## src/rtl/cascade_in.sv

```systemverilog
// rtl/cascade_in.sv - DSP slice cascade input stage: Z-mux PCIN operands and ALU carry-in select
module cascade_in (
    input  logic               clk,
    input  logic               rst,
    input  logic               CECARRYIN,
    input  logic               CECTRL,
    input  logic               CEM,
    input  logic               CARRYINREG,
    input  logic               CARRYINSELREG,
    input  logic               MREG,
    input  logic               CARRYIN,
    input  logic [2:0]         CARRYINSEL,
    input  logic               CARRYCASCIN,
    input  logic signed [47:0] PCIN,
    input  logic signed [47:0] P,
    input  logic               CARRYCASCOUT,
    input  logic               A24,
    input  logic               B17,
    output logic signed [47:0] PCIN_Z,
    output logic signed [47:0] PCIN_SHR17,
    output logic               CIN,
    output logic [2:0]         CARRYINSEL_Q
);

    logic       r_carryin;
    logic [2:0] r_sel;
    logic       r_rnd;

    logic       w_carryin_q;
    logic [2:0] w_sel_q;
    logic       w_rnd_d;
    logic       w_rnd_q;

    // Rounding term for the multiplier: set when the A and B operand signs agree
    assign w_rnd_d = ~(A24 ^ B17);

    // Optional pipeline registers; each loads under its own enable and clears asynchronously
    always_ff @(posedge clk or posedge rst) begin
        if (rst) begin
            r_carryin <= 1'b0;
            r_sel     <= 3'b000;
            r_rnd     <= 1'b0;
        end else begin
            if (CECARRYIN) r_carryin <= CARRYIN;
            if (CECTRL)    r_sel     <= CARRYINSEL;
            if (CEM)       r_rnd     <= w_rnd_d;
        end
    end

    // Static register-use pins choose stored value or live input; bypass paths ignore rst
    assign w_carryin_q  = CARRYINREG    ? r_carryin : CARRYIN;
    assign w_sel_q      = CARRYINSELREG ? r_sel     : CARRYINSEL;
    assign w_rnd_q      = MREG          ? r_rnd     : w_rnd_d;
    assign CARRYINSEL_Q = w_sel_q;

    // Cascade operands are never registered here; upstream owns their timing
    assign PCIN_Z     = PCIN;
    assign PCIN_SHR17 = {{17{PCIN[47]}}, PCIN[47:17]};

    // Carry-in source decode; feedback sources (P, PCIN, cascades) are always live
    always_comb begin
        CIN = 1'b0;
        case (w_sel_q)
            3'b000: CIN = w_carryin_q;
            3'b001: CIN = ~PCIN[47];
            3'b010: CIN = CARRYCASCIN;
            3'b011: CIN = PCIN[47];
            3'b100: CIN = CARRYCASCOUT;
            3'b101: CIN = ~P[47];
            3'b110: CIN = w_rnd_q;
            3'b111: CIN = P[47];
            default: CIN = 1'b0;
        endcase
    end

endmodule

```

## config.mk

```make
export PLATFORM = sky130hd
export DESIGN_NAME = cascade_in
export DESIGN_NICKNAME = d
export VERILOG_FILES = /design/src/rtl/cascade_in.sv
export SDC_FILE = /design/constraint.sdc
export NUM_CORES = 1
export LEC_CHECK = 0
export CORE_AREA = 3 3 81 83
export DETAILED_ROUTE_END_ITERATION = 8
export DIE_AREA = 0 0 84 86
export PLACE_DENSITY_LB_ADDON = 0.2
export SYNTH_ARGS = -nofsm -noshare
export SYNTH_HDL_FRONTEND = slang
export SYNTH_SLANG_ARGS = --single-unit
```

## constraint.sdc

```tcl
create_clock -name clk -period 1.5 [get_ports clk]
set_input_delay 0.15 -clock clk [delete_from_list [all_inputs] [get_ports clk]]
set_output_delay 0.15 -clock clk [all_outputs]
set_load 0.05 [all_outputs]
```

==> out/summary.txt <==
Status -> finished with violations
Failing checks -> negative setup slack
Reg-to-reg endpoint -> r_sel[0]
Dpl hpwl -> 2048 µm
VDD IR max -> 0.0004474 V
CTS H-Tree Depth -> 1
Commonest cells post-synth -> buf_4, mux2_2, dfrtp_1
GRT Resource Usage Total -> 6.164%
Clock sink count -> 5
Final Max Slew Viols -> 0
Pre-CTS WS -> -379.4 ps
IO Port Bufs -> 40
Num ports -> 212
Post-route ant nets -> 0
Power Density -> 754.0 nW/µm²
Initial DRC count -> 11
Max Fclk -> 0.5470 GHz
Residual DRC count -> 0
P&R area growth vs syn -> 10.90%
Final #Nets -> 204
Cell area after layout -> 1222 µm²
Netlist cell types -> 19
Worst setup margin -> -328.2 ps
Die area -> 7224 µm²
Area contributors post-synth -> buf_4, dfrtp_1, mux2_2
Via density -> 3.675
Inserted Diodes -> 0
First-pass GRT wire length -> 3443 µm
Most instantiated library cell after synthesis -> buf_4
Slew @ Worst Pin -> 244.0 ps
RePlAce Congestion -> 0.7458
CTS Buf Count -> 3
Via count -> 610
#FFs+latches synth -> 5
Number of synthesized flops with an enable pin -> 0
Avg Cell Area, Syn -> 8.226 µm²
Warnings from Yosys -> 0
Routed wire length -> 2253 µm
# fillers -> 620
Initial antenna violation count -> 0
Fin. Hold Viols -> 0
Skew-Pair Late Insertion Delay -> 220 ps
Cell area after synthesis -> 1102 µm²
CTS tree -> done
Area leader, netlist -> buf_4
Gate Count Post-Synth -> 134
Critical Path Source Type -> flop
Setup Viol. Count Final -> 1
Vias in the first global route -> 626
Initial core utilization -> 18.62%
CTS root buffer -> clkbuf_8
R2r startpoint -> r_sel[0]
Top cell type's share of synthesized area -> 65.38%
Detailed Routing Iterations Pass 1 -> 4
Unrepaired setup endpoints after global routing -> yes
Tot Pwr -> 921.7 µW
Post-layout util -> 20.65%
Worst Hold Class -> in2async
Syn Nets -> 246
Chip height -> 86 µm
Die width -> 84 µm
Total grt overflow -> 0
CTS Buffer Depth -> 2
Hold_buf cts -> 0
Placement Cell Area -> 1154 µm²
Clock skew -> 0 ps
WP data arrival -> 1680 ps
Core Box Area -> 5921 µm²
R2r worst-path depth -> 2
CP max FO -> 3
Largest net degree at the start of global routing -> 12
Maxcap violations -> 0
Hold WS -> 136.0 ps
Post-detailed-route wirelength per cell -> 13.57 µm
CP Data Required Time -> 1350 ps
Slew Limit Headroom -> 83.68%
Worst R2R Setup Slack -> 570 ps
FP Rows -> 28
Clk slew on worst S/H paths -> 40 ps
FFs w/ async S/R, synth -> 100.0%
Final Cycle Share -> 121.9%
Worst setup EP type -> primary output
Share of cells above drive strength 1 -> 50.55%
Kind of critical path -> reg2out
Leak -> 0.5194 nW
Sequential area share after synthesis -> 11.35%
Final min period -> 1828 ps
Primary FF master, synth -> dfrtp_1
worst max path at each step:
stage / start / to / slack [ps] / cells after the start
2_1_floorplan: r_sel[0] / CIN / -70 / 4
3_3_place_gp: CARRYINSELREG / CIN / -370 / 7
3_5_place_dp: CARRYINSELREG / CIN / -380 / 7
4_1_cts: r_sel[0] / CIN / -340 / 6
5_1_grt: r_sel[0] / CIN / -430 / 6
6_report: r_sel[0] / CIN / -330 / 6
worst max-delay path: stages, from the launching register on:
cell and delay (ps):
dfrtp_1 390, mux2_4 280, buf_6 120, o211ai_1 200, o22ai_2 120, mux2i_4 180
buf_12 160
kinds of logic (layout without fill, tap and decap cells):
logic type	count (synthesis)	after routing	share of synthesized area, %
buffers and inverters	101	58	67.76
and+or+nand+nor	8	8	3.974
muxes	9	9	9.307
DFF	5	5	11.35
AOI/OAI and AO/OA	8	8	5.222
xor gates and xnor gates	3	3	2.384
placed cells by master (no fill, tap or decap):
master	synthesis	routed
o22ai_2	0	1
dfrtp_1	5	5
buf_6	1	2
clkbuf_1	0	1
o211ai_1	2	2
a211o_1	1	1
nor2b_1	1	1
mux2_2	6	5
nand4_1	1	1
a21oi_1	2	1
dlygate4sd2_1	0	1
buf_4	96	10
clkbuf_8	0	3
nand2_1	2	2
or2b_1	1	1
clkdlybuf4s50_1	0	16
buf_12	0	21
xor2_1	3	3
inv_1	4	4
mux2i_1	2	1
mux2_4	1	2
nand4b_1	1	1
mux2i_4	0	1
o32ai_1	2	2
nor2_1	2	2
a21oi_2	0	1
flip-flops by register name (all words and copies together) (netlist names):
name	cells
r_sel	3
r_carryin	1
r_rnd	1
report_power, final:
| part | leakage, nW | internal (mW) | switching [mW] |
|---|---|---|---|
| Sequential | 0.0584 | 0.151 | 0.0121 |
| Clock | 0.0228 | 0.182 | 0.0628 |
| Combinational | 0.438 | 0.257 | 0.257 |
metal layers:
metal  wire length [µm]  share of wire (%)  GRT usage [%]  up-vias
met1                698                 31          5.326      253
met5                  0                  0              0        -
met3                487                 22          5.476       17
met4                 87                3.9          4.094        0
met2                979                 43          9.400       95
li1                   -                  -              -      245
per-stage QoR:
stage          std cells  TNS [ps]
2_1_floorplan        134    -68.85
3_3_place_gp         161    -544.2
3_5_place_dp         161    -540.8
4_1_cts              166    -337.4
5_1_grt              166    -426.9
6_report             166    -328.2
timing repair:
item	CTS	global route
endpoints found under the hold margin	0	0
pin swaps	2	2
setup endpoints to repair	2	2
gates resized for setup	4	1
gates cloned	0	0
setup buffers	1	0
layout make-up:
type                            instances  area [µm²]  share of cell area [%]
Timing Repair Buffer                   50       686.9                   56.19
Multi-Input combinational cell         28       256.5                   20.98
Sequential cell                         5       125.1                   10.24
Tap cell                               75       93.84                   7.677
Clock buffer                            4       45.04                   3.685
Inverter                                4       15.01                   1.228
No activity file was read; power rests on OpenSTA's default activity.
==> variant (config.mk and constraints unchanged) <==
Register the output `PCIN_Z`; this adds one clock of latency there. The other outputs are not delayed to match.
--- a/src/rtl/cascade_in.sv
+++ b/src/rtl/cascade_in.sv
@@ -54,7 +54,9 @@
     assign CARRYINSEL_Q = w_sel_q;
 
     // Cascade operands are never registered here; upstream owns their timing
-    assign PCIN_Z     = PCIN;
+    always_ff @(posedge clk) begin
+        PCIN_Z <= PCIN;
+    end
     assign PCIN_SHR17 = {{17{PCIN[47]}}, PCIN[47:17]};
 
     // Carry-in source decode; feedback sources (P, PCIN, cascades) are always live
Check against the original RTL: not equivalent (Yosys sat finds a counterexample within 4 cycles, from zero or initial values and one cycle with rst high).
==> variant against the unedited design <==
The run still ends with negative setup slack left. Total power rose to 4.0 times the old value. Die area unchanged. Worst setup slack better by 0.021 ns. Via count up 120%. Worst hold slack worse by 0.092 ns. Sequential cell count up 48. Cell area grew to 3.0 times the old value. Area after synthesis up 54%. Routed wire length up 100%. Clock power increased to 3.3 times the old value. Critical path depth shrank 1. Maximum frequency up 1.2%. Highest routed layer unchanged.
==> variant: results (changes against the unedited design) <==
\begin{tabular}{lr}
\hline
Metric & Value \\
\hline
\multicolumn{2}{l}{\textbf{Status}} \\
Result of the run & finished with violations \\
Violated checks & negative setup slack \\
\multicolumn{2}{l}{\textbf{Layout}} \\
Layout Cells excl Fill & 339 (+100\%) \\
\# nets final & 376 (+84\%) \\
Multi-input logic portion of the cell area & 0.06798 (-0.1418) \\
Count of inverters other than clock inverters in the layout & 5 (+1) \\
Number of clock-tree buffers in the layout & 6 (+2) \\
\multicolumn{2}{l}{\textbf{Timing}} \\
PnR worst setup slack & -0.3069 ns (+0.02129 ns) \\
Final worst hold slack & 0.04355 ns (-0.09249 ns) \\
Max transition margin & 0.7578 (-0.07901) \\
Setup Total Neg Slack & -0.3069 ns (+0.02129 ns) \\
Setup violators final & 1 (unchanged) \\
\multicolumn{2}{l}{\textbf{Critical path}} \\
Data arrival, critical path & 1.66 ns (-0.02 ns) \\
Largest stage delay on the critical path & 0.42 ns (+0.03 ns) \\
\multicolumn{2}{l}{\textbf{Yosys}} \\
Part of the Yosys area used for sequential elements & 0.6382 (+0.5247) \\
Most common library cells after synthesis & 48 x sky130\_fd\_sc\_hd\_\_buf\_4, 48 x sky130\_fd\_sc\_hd\_\_dfxtp\_1, 5 x sky130\_fd\_sc\_hd\_\_dfrtp\_1, 5 x sky130\_fd\_sc\_hd\_\_mux2\_2, 4 x sky130\_fd\_sc\_hd\_\_inv\_1 \\
Biggest area contributors in the synthesized netlist & sky130\_fd\_sc\_hd\_\_dfxtp\_1 56\%, sky130\_fd\_sc\_hd\_\_buf\_4 21\%, sky130\_fd\_sc\_hd\_\_dfrtp\_1 7.4\% \\
Mean Syn Cell Area & 12.89 um\^{}2 (+57\%) \\
Mapped Nets & 244 (-0.81\%) \\
Count of distinct cell types in the synthesized netlist & 20 (+1) \\
\multicolumn{2}{l}{\textbf{GRT}} \\
Met1 global-route usage & 0.1083 (+0.05508) \\
Largest net degree at the start of global routing & 20 (+8) \\
Global-route wire length before repair & 6865 um (+99\%) \\
Met2 global-route usage & 0.2220 (+0.1280) \\
Number of global-route vias before repair & 1,436 (+130\%) \\
\multicolumn{2}{l}{\textbf{Placed design}} \\
Final estimated routing congestion in global placement & 0.7225 (-3.1\%) \\
\multicolumn{2}{l}{\textbf{Route}} \\
Metal2 WL & 2274 um (+130\%) \\
First-iteration detailed-routing DRC count & 15 (+4) \\
Routed length on met1 & 1457 um (+110\%) \\
WL met3 & 741 um (+52\%) \\
Routed WL per cell & 13.33 um (-1.8\%) \\
Total vias in the final route & 1,328 (+120\%) \\
\multicolumn{2}{l}{\textbf{Clock network}} \\
Inserted Clock Buffers & 5 (+2) \\
TritonCTS Sinks & 53 (+48) \\
CTS clock-pin slew for the worst setup and hold paths & 0.08 ns (+0.04 ns) \\
\multicolumn{2}{l}{\textbf{Pwr}} \\
Leakage power & 1.630 nW (+210\%) \\
\hline
\end{tabular}
[variant: cell count changes after synthesis, sizes merged, moves of 2 or more]
cell,delta
buf,-48
nor2,-2
dfxtp,+48
mux2i,+2
[variant: what timing repair did]
item	in CTS	in global routing
resized for setup	2	2
endpoints found under the setup margin	22	3
hold endpoints to repair	0	0
gates cloned	0	0
pin swaps	2	0
setup buffers	2	0
[variant: logic make-up (layout without fill, tap and decap cells)]
family | after synthesis | count (layout) | synth area share
multiplexers | 10 | 10 | 0.07279
XOR/XNOR | 3 | 3 | 0.01544
AO/OA/AOI/OAI | 7 | 7 | 0.02867
flip-flops | 53 | 53 | 0.6382
buffers and inverters | 54 | 186 | 0.2294
AND/OR/NAND/NOR | 5 | 5 | 0.01544
[variant: report_power, final]
group | internal (mW) | switching (mW)
sequential | 1.49 | 0.0286
clock | 0.367 | 0.438
combinational | 0.592 | 0.733
